## src/rtl/writeback_queue.sv

```systemverilog
// writeback_queue: in-order result buffer feeding the register file write port.
// Optional forwarding lookup of pending results enabled by macro WB_FORWARD_EN.
//
// Ports:
//   clk, rst_n              clock, async active-low reset
//   inValid/inReady         producer handshake; inReg/inData carry the result
//   drainEn                 register file write port available this cycle
//   regWrite/writeReg/Data  register file write port (head entry)
//   queryReg                forwarding lookup index
//   queryHit/queryData      youngest pending value for queryReg
//   count                   occupancy 0..DEPTH
module writeback_queue #(
    parameter int DEPTH  = 4,
    parameter int DATA_W = 64,
    parameter int ADDR_W = 5
) (
    input  logic                       clk,
    input  logic                       rst_n,
    input  logic                       inValid,
    output logic                       inReady,
    input  logic [ADDR_W-1:0]          inReg,
    input  logic [DATA_W-1:0]          inData,
    input  logic                       drainEn,
    output logic                       regWrite,
    output logic [ADDR_W-1:0]          writeReg,
    output logic [DATA_W-1:0]          writeData,
    input  logic [ADDR_W-1:0]          queryReg,
    output logic                       queryHit,
    output logic [DATA_W-1:0]          queryData,
    output logic [$clog2(DEPTH):0]     count
);

    localparam int PTR_W = $clog2(DEPTH);
    localparam int CNT_W = PTR_W + 1;

    logic [ADDR_W-1:0] regMem  [DEPTH];
    logic [DATA_W-1:0] dataMem [DEPTH];
    logic [PTR_W-1:0]  rdPtr;
    logic [PTR_W-1:0]  wrPtr;
    logic [CNT_W-1:0]  cnt;

    logic notEmpty;
    logic enq;
    logic deq;

    assign notEmpty = (cnt != '0);
    assign inReady  = (cnt < CNT_W'(DEPTH));
    // Register 0 results complete the handshake but are dropped.
    assign enq      = inValid && inReady && (inReg != '0);
    assign deq      = regWrite;
    assign count    = cnt;

    assign regWrite  = notEmpty && drainEn;
    assign writeReg  = notEmpty ? regMem[rdPtr]  : '0;
    assign writeData = notEmpty ? dataMem[rdPtr] : '0;

    // Storage is not reset; occupancy alone decides validity.
    always_ff @(posedge clk) begin
        if (enq) begin
            regMem[wrPtr]  <= inReg;
            dataMem[wrPtr] <= inData;
        end
    end

    always_ff @(posedge clk or negedge rst_n) begin
        if (!rst_n) begin
            rdPtr <= '0;
            wrPtr <= '0;
            cnt   <= '0;
        end else begin
            if (enq) begin
                wrPtr <= wrPtr + PTR_W'(1);
            end
            if (deq) begin
                rdPtr <= rdPtr + PTR_W'(1);
            end
            unique case ({enq, deq})
                2'b10:   cnt <= cnt + CNT_W'(1);
                2'b01:   cnt <= cnt - CNT_W'(1);
                default: cnt <= cnt;
            endcase
        end
    end

`ifdef WB_FORWARD_EN
    // Walk from oldest to youngest so the last match wins.
    always_comb begin
        logic [PTR_W-1:0] idx;
        queryHit  = 1'b0;
        queryData = '0;
        idx       = '0;
        for (int i = 0; i < DEPTH; i++) begin
            idx = rdPtr + PTR_W'(i);
            if ((CNT_W'(i) < cnt) && (queryReg != '0) &&
                (regMem[idx] == queryReg)) begin
                queryHit  = 1'b1;
                queryData = dataMem[idx];
            end
        end
    end
`else
    logic unusedQuery;
    assign unusedQuery = ^queryReg;
    assign queryHit    = 1'b0;
    assign queryData   = '0;
`endif

endmodule

```

## config.mk

```make
export PLATFORM = sky130hd
export DESIGN_NAME = writeback_queue
export DESIGN_NICKNAME = d
export VERILOG_FILES = /design/src/rtl/writeback_queue.sv
export SDC_FILE = /design/constraint.sdc
export NUM_CORES = 1
export LEC_CHECK = 0
export CAP_MARGIN = 20
export CORE_MARGIN = 2
export CORE_UTILIZATION = 26
export CTS_BUF_LIST = sky130_fd_sc_hd__clkbuf_4 sky130_fd_sc_hd__clkbuf_8
export DETAILED_ROUTE_END_ITERATION = 10
export HOLD_SLACK_MARGIN = 0.06
export PLACE_DENSITY_LB_ADDON = 0.05
export SLEW_MARGIN = 20
export SYNTH_ARGS = -nofsm -noshare
export SYNTH_HDL_FRONTEND = slang
export SYNTH_SLANG_ARGS = --single-unit
```

## constraint.sdc

```tcl
create_clock -name clk -period 6.75 [get_ports clk]
set_clock_uncertainty 0.2 [all_clocks]
set_input_delay 1.35 -clock clk [delete_from_list [all_inputs] [get_ports clk]]
set_output_delay 1.35 -clock clk [all_outputs]
set_load 0.01 [all_outputs]
```

Word-level counts from Yosys, hierarchy flattened
Memory sizes are Yosys's and may differ from the RTL's.
Cells that the tools add are included.
{ "totals": {"mem_bits_rw": 276, "memories": 2, "ff_bits": 7, "in_bits": 78, "wordCells": 23, "output_inout_bits": 139} }
{ "op_classes": {"n_addsub": 4, "n_eq_ne": 2, "n_reduce_logical": 6, "mux": 5, "n_lt_le_gt_ge": 1} }
{ "memory_table": {"columns": ["name", "words", "width", "rd", "rd_clocked_by_memory_dff", "write_ports", "line", "text"], "rows": [
  ["dataMem", 4, 64, 1, 0, 1, "37", "logic [DATA_W-1:0] dataMem [DEPTH];"],
  ["regMem", 4, 5, 1, 0, 1, "36", "logic [ADDR_W-1:0] regMem [DEPTH];"]
]} }
{ "ops": {"columns": ["op", "n"], "rows": [
  ["$mux 64", 1],
  ["$pmux 3 s2", 1],
  ["$mux 5", 1],
  ["$reduce_bool 5->1", 1],
  ["$add 2x1->2 const B", 2],
  ["$add 3x1->3 const B", 1],
  ["$logic_and 1x1->1", 3],
  ["$lt 3x3->1 const B", 1],
  ["$reduce_bool 3->1", 1],
  ["$sub 3x1->3 const B", 1],
  ["$eq 2x1->1 const B", 1],
  ["$eq 2x2->1 const B", 1],
  ["$mux 1", 2],
  ["$reduce_bool 2->1", 1]
]} }

Longest topological paths before layout
{ "depth": {"word_depth": 5, "depth_mapped": 9, "depth_no_buf": 9} }

Least setup slack after synthesis
No wires, ideal clock.
{ "synth_timing": {"path_kind": "input to register", "start": "input port inReg[1]", "end": "register cnt[2], in the netlist count[2]", "n_path_buf": 0, "setup_slack_ps": 3413, "setup_time_ps": 80, "t_arrival_ps": 3057, "cell_stages": 9, "required_ps": 6470, "path_cell_list": "or3_1 -> o311a_4 -> inv_1 -> ha_1 -> inv_1 -> fa_1 -> xor2_1 -> nor2_1 -> xnor2_1"} }
{ "synth_via": {"elab_chain_cells": 4, "elab_cells_between_ends": 6, "cone_classes": "eq/ne (2); mux (1); reduce/logical (3)"} }
{ "synth_lines": {"columns": ["item", "line", "text"], "rows": [
  ["from (decl)", "21", "input logic [ADDR_W-1:0] inReg,"],
  ["$reduce_bool 5->1 (*)", "49", "assign enq = inValid && inReady && (inReg != '0);"],
  ["$logic_and 1x1->1 (*)", "49", null],
  ["$eq 2x1->1 or $eq 2x2->1 (tied branches)", "77", "unique case ({enq, deq})"],
  ["$pmux 3 s2 or $reduce_bool 2->1 (tied branches)", null, null],
  ["to (signal assigned)", "78", "2'b10: cnt <= cnt + CNT_W'(1);"],
  ["to (signal assigned)", "79", "2'b01: cnt <= cnt - CNT_W'(1);"],
  ["to (signal assigned)", "80", "default: cnt <= cnt;"],
  ["to (decl)", "40", "logic [CNT_W-1:0] cnt;"]
]} }
Mark *: on every way between the ends. The rest lies on a longest branch, timed or not.
A chain may end at the register's enable or synchronous reset.

Worst setup path after layout
{ "layout_timing": {"start": "register rdPtr[0]", "end": "output port writeReg[0]"} }
{ "layout_via": {"elab_chain_cells": 2} }
{ "layout_lines": {"columns": ["item", "line", "text"], "rows": [
  ["from (decl)", "38", "logic [PTR_W-1:0] rdPtr;"],
  ["from (signal assigned)", "75", "rdPtr <= rdPtr + PTR_W'(1);"],
  ["$mem_v2 4x5", null, null],
  ["$mux 5", "54", "assign writeReg = notEmpty ? regMem[rdPtr] : '0;"],
  ["to (decl)", "25", "output logic [ADDR_W-1:0] writeReg,"]
]} }
Every way passes these cells.

==> results.md <==
* CTS tree: built
* Drt pass-1 iters at 4
* Synth Instances at 542
* IO Count at 217
* FMAX at 0.205 GHz
* Pre-CTS setup slack at 2.37 ns
* HP Class: flop to flop
* Post-cts sizing count at 0
* Starting DRT DRC Count at 172
* Final Max Slew Viols at 0
* Starting Density at 26.4%
* GRT overflow at 0
* Pin count of the biggest net entering global routing at 72
* Fin. Hold Viols at 0
* VDD IR-drop max at 0.242 mV
* CP arrival at 3.34 ns
* Setup TNS at 0 ns
* Post-CTS Setup Repair Bufs at 0
* DRC at 0
* Row Count at 76
* CTS Hold Buffers Added at 0
* CP startpoint kind: flop
* GRT met1 Usage at 13.5%
* Vias in the first global route at 6057
* Fin area at 14200 sq um
* Relative slew slack at 38.0%
* Die Area at 45400 sq um
* Flops & latches, synth at 283
* Fraction of layout cells with a size suffix above 1 at 21.8%
* M3 GR Usage at 3.84%
* Nets at 807
* Num CTS Buffers at 51
* Req. time, crit path at 5.20 ns
* Vias at 5406
* Placed cell areas at 13200 sq um
* Worst-Skew Late Latency at 0.61 ns
* R2R cell count at 9
* Hpwl dp at 13.9 mm
* Core ar. at 43100 sq um
* Post-synthesis sequential area ratio at 74.5%
* First-pass GRT wire length at 37.9 mm
* Area grow syn2layout at 25.3%
* Kind of critical path: flop to output port
* IO Port Bufs at 146
* Pwr/cell area at 425 nW/um^2
* Antenna viol nets, final at 0
* Crit path max fanout at 40
* Gpl congestion at 0.687
* Yosys warns at 0
* Fin worst setup slack at 1.86 ns
* Final setup fails at 0
* Routed len/inst at 19.0 um
* Status: complete, no violations
* Crit share post-route at 72.4%
* Leakage at 4.68 nW
* Routed vias/inst at 4.03
* Root Buffer Master: clkbuf_8
* H-tree lvl count at 2
* Total wire length at 25.6 mm
* Tmin final at 4.89 ns
* Clk pin slew, worst setup/hold paths at 0.06 ns
* DP Cell Count at 1255
* Met2 Track Usage GR at 19.8%
* Total GRT Usage at 11.6%
* Sink Count at 283
* Layout fillers at 4148
* Least-Margin Pin Slew at 0.930 ns
* Initial antenna violation count at 1
* CP Capture Type: output port
* Filler-free cell count of the finished design at 1343
* GR peak layer: met2
* Avg Inst Size Synth at 21.0 sq um
* Hold WS at 0.355 ns
* Max_cap viols at 0
* Max clock buf depth at 3
* RSZ-0062 raised after global routing: false
* Cells on Worst Hold Path at 1
* Die Wd at 213 um
* Synth Cell Area at 11400 sq um
* DIE HEIGHT at 213 um
* Netlist cell types at 21
## cells in the final DEF, fill, tap and decap left out, drive strengths merged, types with 2 or more instances in the layout
cell	instances
conb	65
or3	2
edfxtp	276
clkbuf	77
xnor2	4
xor2	2
mux4	69
ha	5
clkdlybuf4s50	146
dfrtp	7
inv	7
and2	74
clkinv	8
buf	7
## power by group
part           total [W]  switching (W)  internal, W
sequential       0.00241       0.000206      0.00220
combinational    0.00205       0.000875      0.00118
clock            0.00159       0.000684     0.000910
total            0.00606        0.00177      0.00429
## routing by layer
metal  part of all wire [%]  routed length [um]
met5                  0.047                  12
met4                    2.8                 704
met3                    6.5                1670
met2                     51               13100
met1                     40               10100
## path summary, 6_finish.rpt
check	from	to	slack, ns
setup / recovery	rdPtr[0]$_DFFE_PN0P_	writeReg[0]	1.86
hold / removal	count[0]$_DFFE_PN0P_	count[0]$_DFFE_PN0P_	0.36
setup reg to reg	count[0]$_DFFE_PN0P_	count[2]$_DFFE_PN0P_	3.91
hold reg to reg	count[0]$_DFFE_PN0P_	count[0]$_DFFE_PN0P_	0.36
max in group asynchronous	rst_n	rdPtr[0]$_DFFE_PN0P_	5.24
min in group asynchronous	rst_n	wrPtr[0]$_DFFE_PN0P_	0.81
## kinds of logic after synthesis
logic type	share of synthesized area, %
flip-flops	74.5
AND/OR/NAND/NOR	4.31
other	0.0330
XOR/XNOR	0.463
buffers and inverters	5.88
multiplexers	13.9
adder cells (fa/ha/maj)	0.727
AO/OA/AOI/OAI	0.187
## per-stage QoR
step	power, W	utilization [%]
6_report	0.00606	33.0
5_1_grt	0.00642	33.0
3_5_place_dp	0.00459	30.7
2_1_floorplan	0.00356	-
4_1_cts	0.00624	33.0
3_3_place_gp	0.00457	30.7
## critical path, stage by stage, from the launching register on
cell and delay, ns:
dfrtp_4 1.01, buf_12 0.37, mux4_2 0.55, and2_1 0.19, clkdlybuf4s50_1 0.51
## registers in the layout, indices dropped and copies added, names as in the netlist
signal	count
count	3
dataMem	256
rdPtr	2
regMem	20
wrPtr	2
## cell usage after synthesis
cell	count	area [sq um]
buf_2	6	30.0
mux4_2	69	1550
xnor2_1	4	35.0
nor2_1	1	3.75
mux2_4	1	15.0
dfrtp_1	7	175
buf_4	66	495
and2_2	4	30.0
mux2i_1	1	10.0
o311a_4	1	21.3
inv_1	7	26.3
fa_1	1	20.0
xor2_1	2	17.5
and2_1	70	438
nand3_1	1	5.00
or3_1	2	12.5
buf_6	7	78.8
ha_1	5	62.6
clkbuf_1	10	37.5
conb_1	1	3.75
edfxtp_1	276	8290
## final cells by class
type,instances,area [sq um],area share [%]
Tap cell,585,732,5.14
Timing Repair Buffer,153,1530,10.7
Multi-Input combinational cell,227,2470,17.4
Clock buffer,77,935,6.57
Clock inverter,10,68.8,0.483
Antenna cell,1,2.50,0.0176
Inverter,7,26.3,0.185
Sequential cell,283,8470,59.5
No activity file was read; power rests on OpenSTA's default activity.
==> RTL edit (config.mk and constraints unchanged) <==
The parameter `DEPTH` goes from 4 to 8.
--- a/src/rtl/writeback_queue.sv
+++ b/src/rtl/writeback_queue.sv
@@ -12,3 +12,3 @@
 module writeback_queue #(
-    parameter int DEPTH  = 4,
+    parameter int DEPTH  = 8,
     parameter int DATA_W = 64,
Interface: changed (resized count); port bits go from 217 to 218. The function was not compared with the original's and may differ.
==> RTL edit against the unedited design <==
- register-to-register slack got worse by 0.23 ns
- worst hold slack got worse by 0.027 ns
- wire length increased by 120%
- synthesized area increased by 94%
- critical path depth increased by 1
- clock power increased by 96%
- cell area increased by 88%
- worst setup slack got worse by 0.11 ns
- sequential cell count increased by 279
- largest power group unchanged
- total power increased by 85%
- via count increased by 90%
==> RTL edit: results (changes against the unedited design) <==
status complete, no violations (unchanged); LEAKAGE 8.69 nW (was 4.68 nW); post-synthesis mux area share 17.4% (was 13.9%); routed via count 10.3k (was 5,406); post-synthesis adder-cell area fraction 0.284% (was 0.727%); worst setup path end writeData[41] (was writeReg[0]); dpl cells 2,262 (was 1,255); CP max FO 26 (was 40); synthesized instance count 1,000 (was 542); GRT Resource Usage Total 12.8% (was 11.6%); critical path arrival 3.44 ns (was 3.34 ns); WL met3 2520 um (was 1670 um); main area contributors after synthesis edfxtp_1 (75%), mux4_2 (14%), mux2i_1 (3.1%) (was edfxtp_1 (73%), mux4_2 (14%), buf_4 (4.4%)); nets 1,314 (was 807); max FFs per register 512 (was 256); pre-CTS WS 1.84 ns (was 2.37 ns); initial antenna violation count 2 (was 1); clock network area share 7.33% (was 7.05%); layout cells sized above 1 26.3% (was 21.8%); hold worst-path end wrPtr[0] (was count[0]); met1 Use GR 16.8% (was 13.5%); signal buffers share of area 6.59% (was 10.7%); DR WL/cell 22.6 um (was 19.0 um); DR pass1 iterations 6 (was 4); critical hold path startpoint wrPtr[0] (was count[0]); Post-synth EDFFs 552 (was 276); vias in the first global route 11.2k (was 6,057); WL met2 27,000 um (was 13,100 um); Routability Congestion 0.643 (was 0.687); invs w/o clock 1 (was 7); hold slack 0.328 ns (was 0.355 ns); later-pin clock latency in the skew report 0.68 ns (was 0.61 ns); Max VDD drop 0.197 mV (was 0.242 mV); GRT met3 Usage 3.00% (was 3.84%); post-synth cell types 29 (was 21); Metal-1 WL 24,300 um (was 10,100 um); reg2reg setup slack 3.68 ns (was 3.91 ns); Logic power comb 3.59 mW (was 2.05 mW); Tmin final 4.99 ns (was 4.89 ns); met2 Usage GRT 21.0% (was 19.8%); Async S/R FF share, synth 1.78% (was 2.47%); largest net degree at the start of global routing 60 (was 72); Seq/Total Area, Yosys 76.4% (was 74.5%); #FFs+latches synth 562 (was 283); Fill cells 8,189 (was 4,148); P_int 7.75 mW (was 4.29 mW)
==> RTL edit: cell types whose count changed in the layout (fill, tap and decap cells not counted), moves of 11 or more <==
cell,change
edfxtp_1,+276
and2_1,-70
nor2_1,+70
mux4_2,+69
mux2i_1,+68
clkbuf_8,+45
clkbuf_4,+24
buf_4,+19
clkinv_1,+11
==> RTL edit: kinds of logic (layout without fill, tap and decap cells) <==
group,count (synthesis),count (layout)
buf+inv,114,358
fa+ha+maj,5,5
mux,210,210
flops,562,562
simple gates,94,94
compound gates,4,4
other cells,1,70
xor+xnor,10,10
==> RTL edit: through the flow <==
step                      total power [mW]  cell area, um2
after detailed placement              8.33           24700
after global placement                8.34           24700
after global routing                  11.9           26700
final                                 11.2           26700
after floorplan                       6.66           22300
after CTS                             11.5           26700
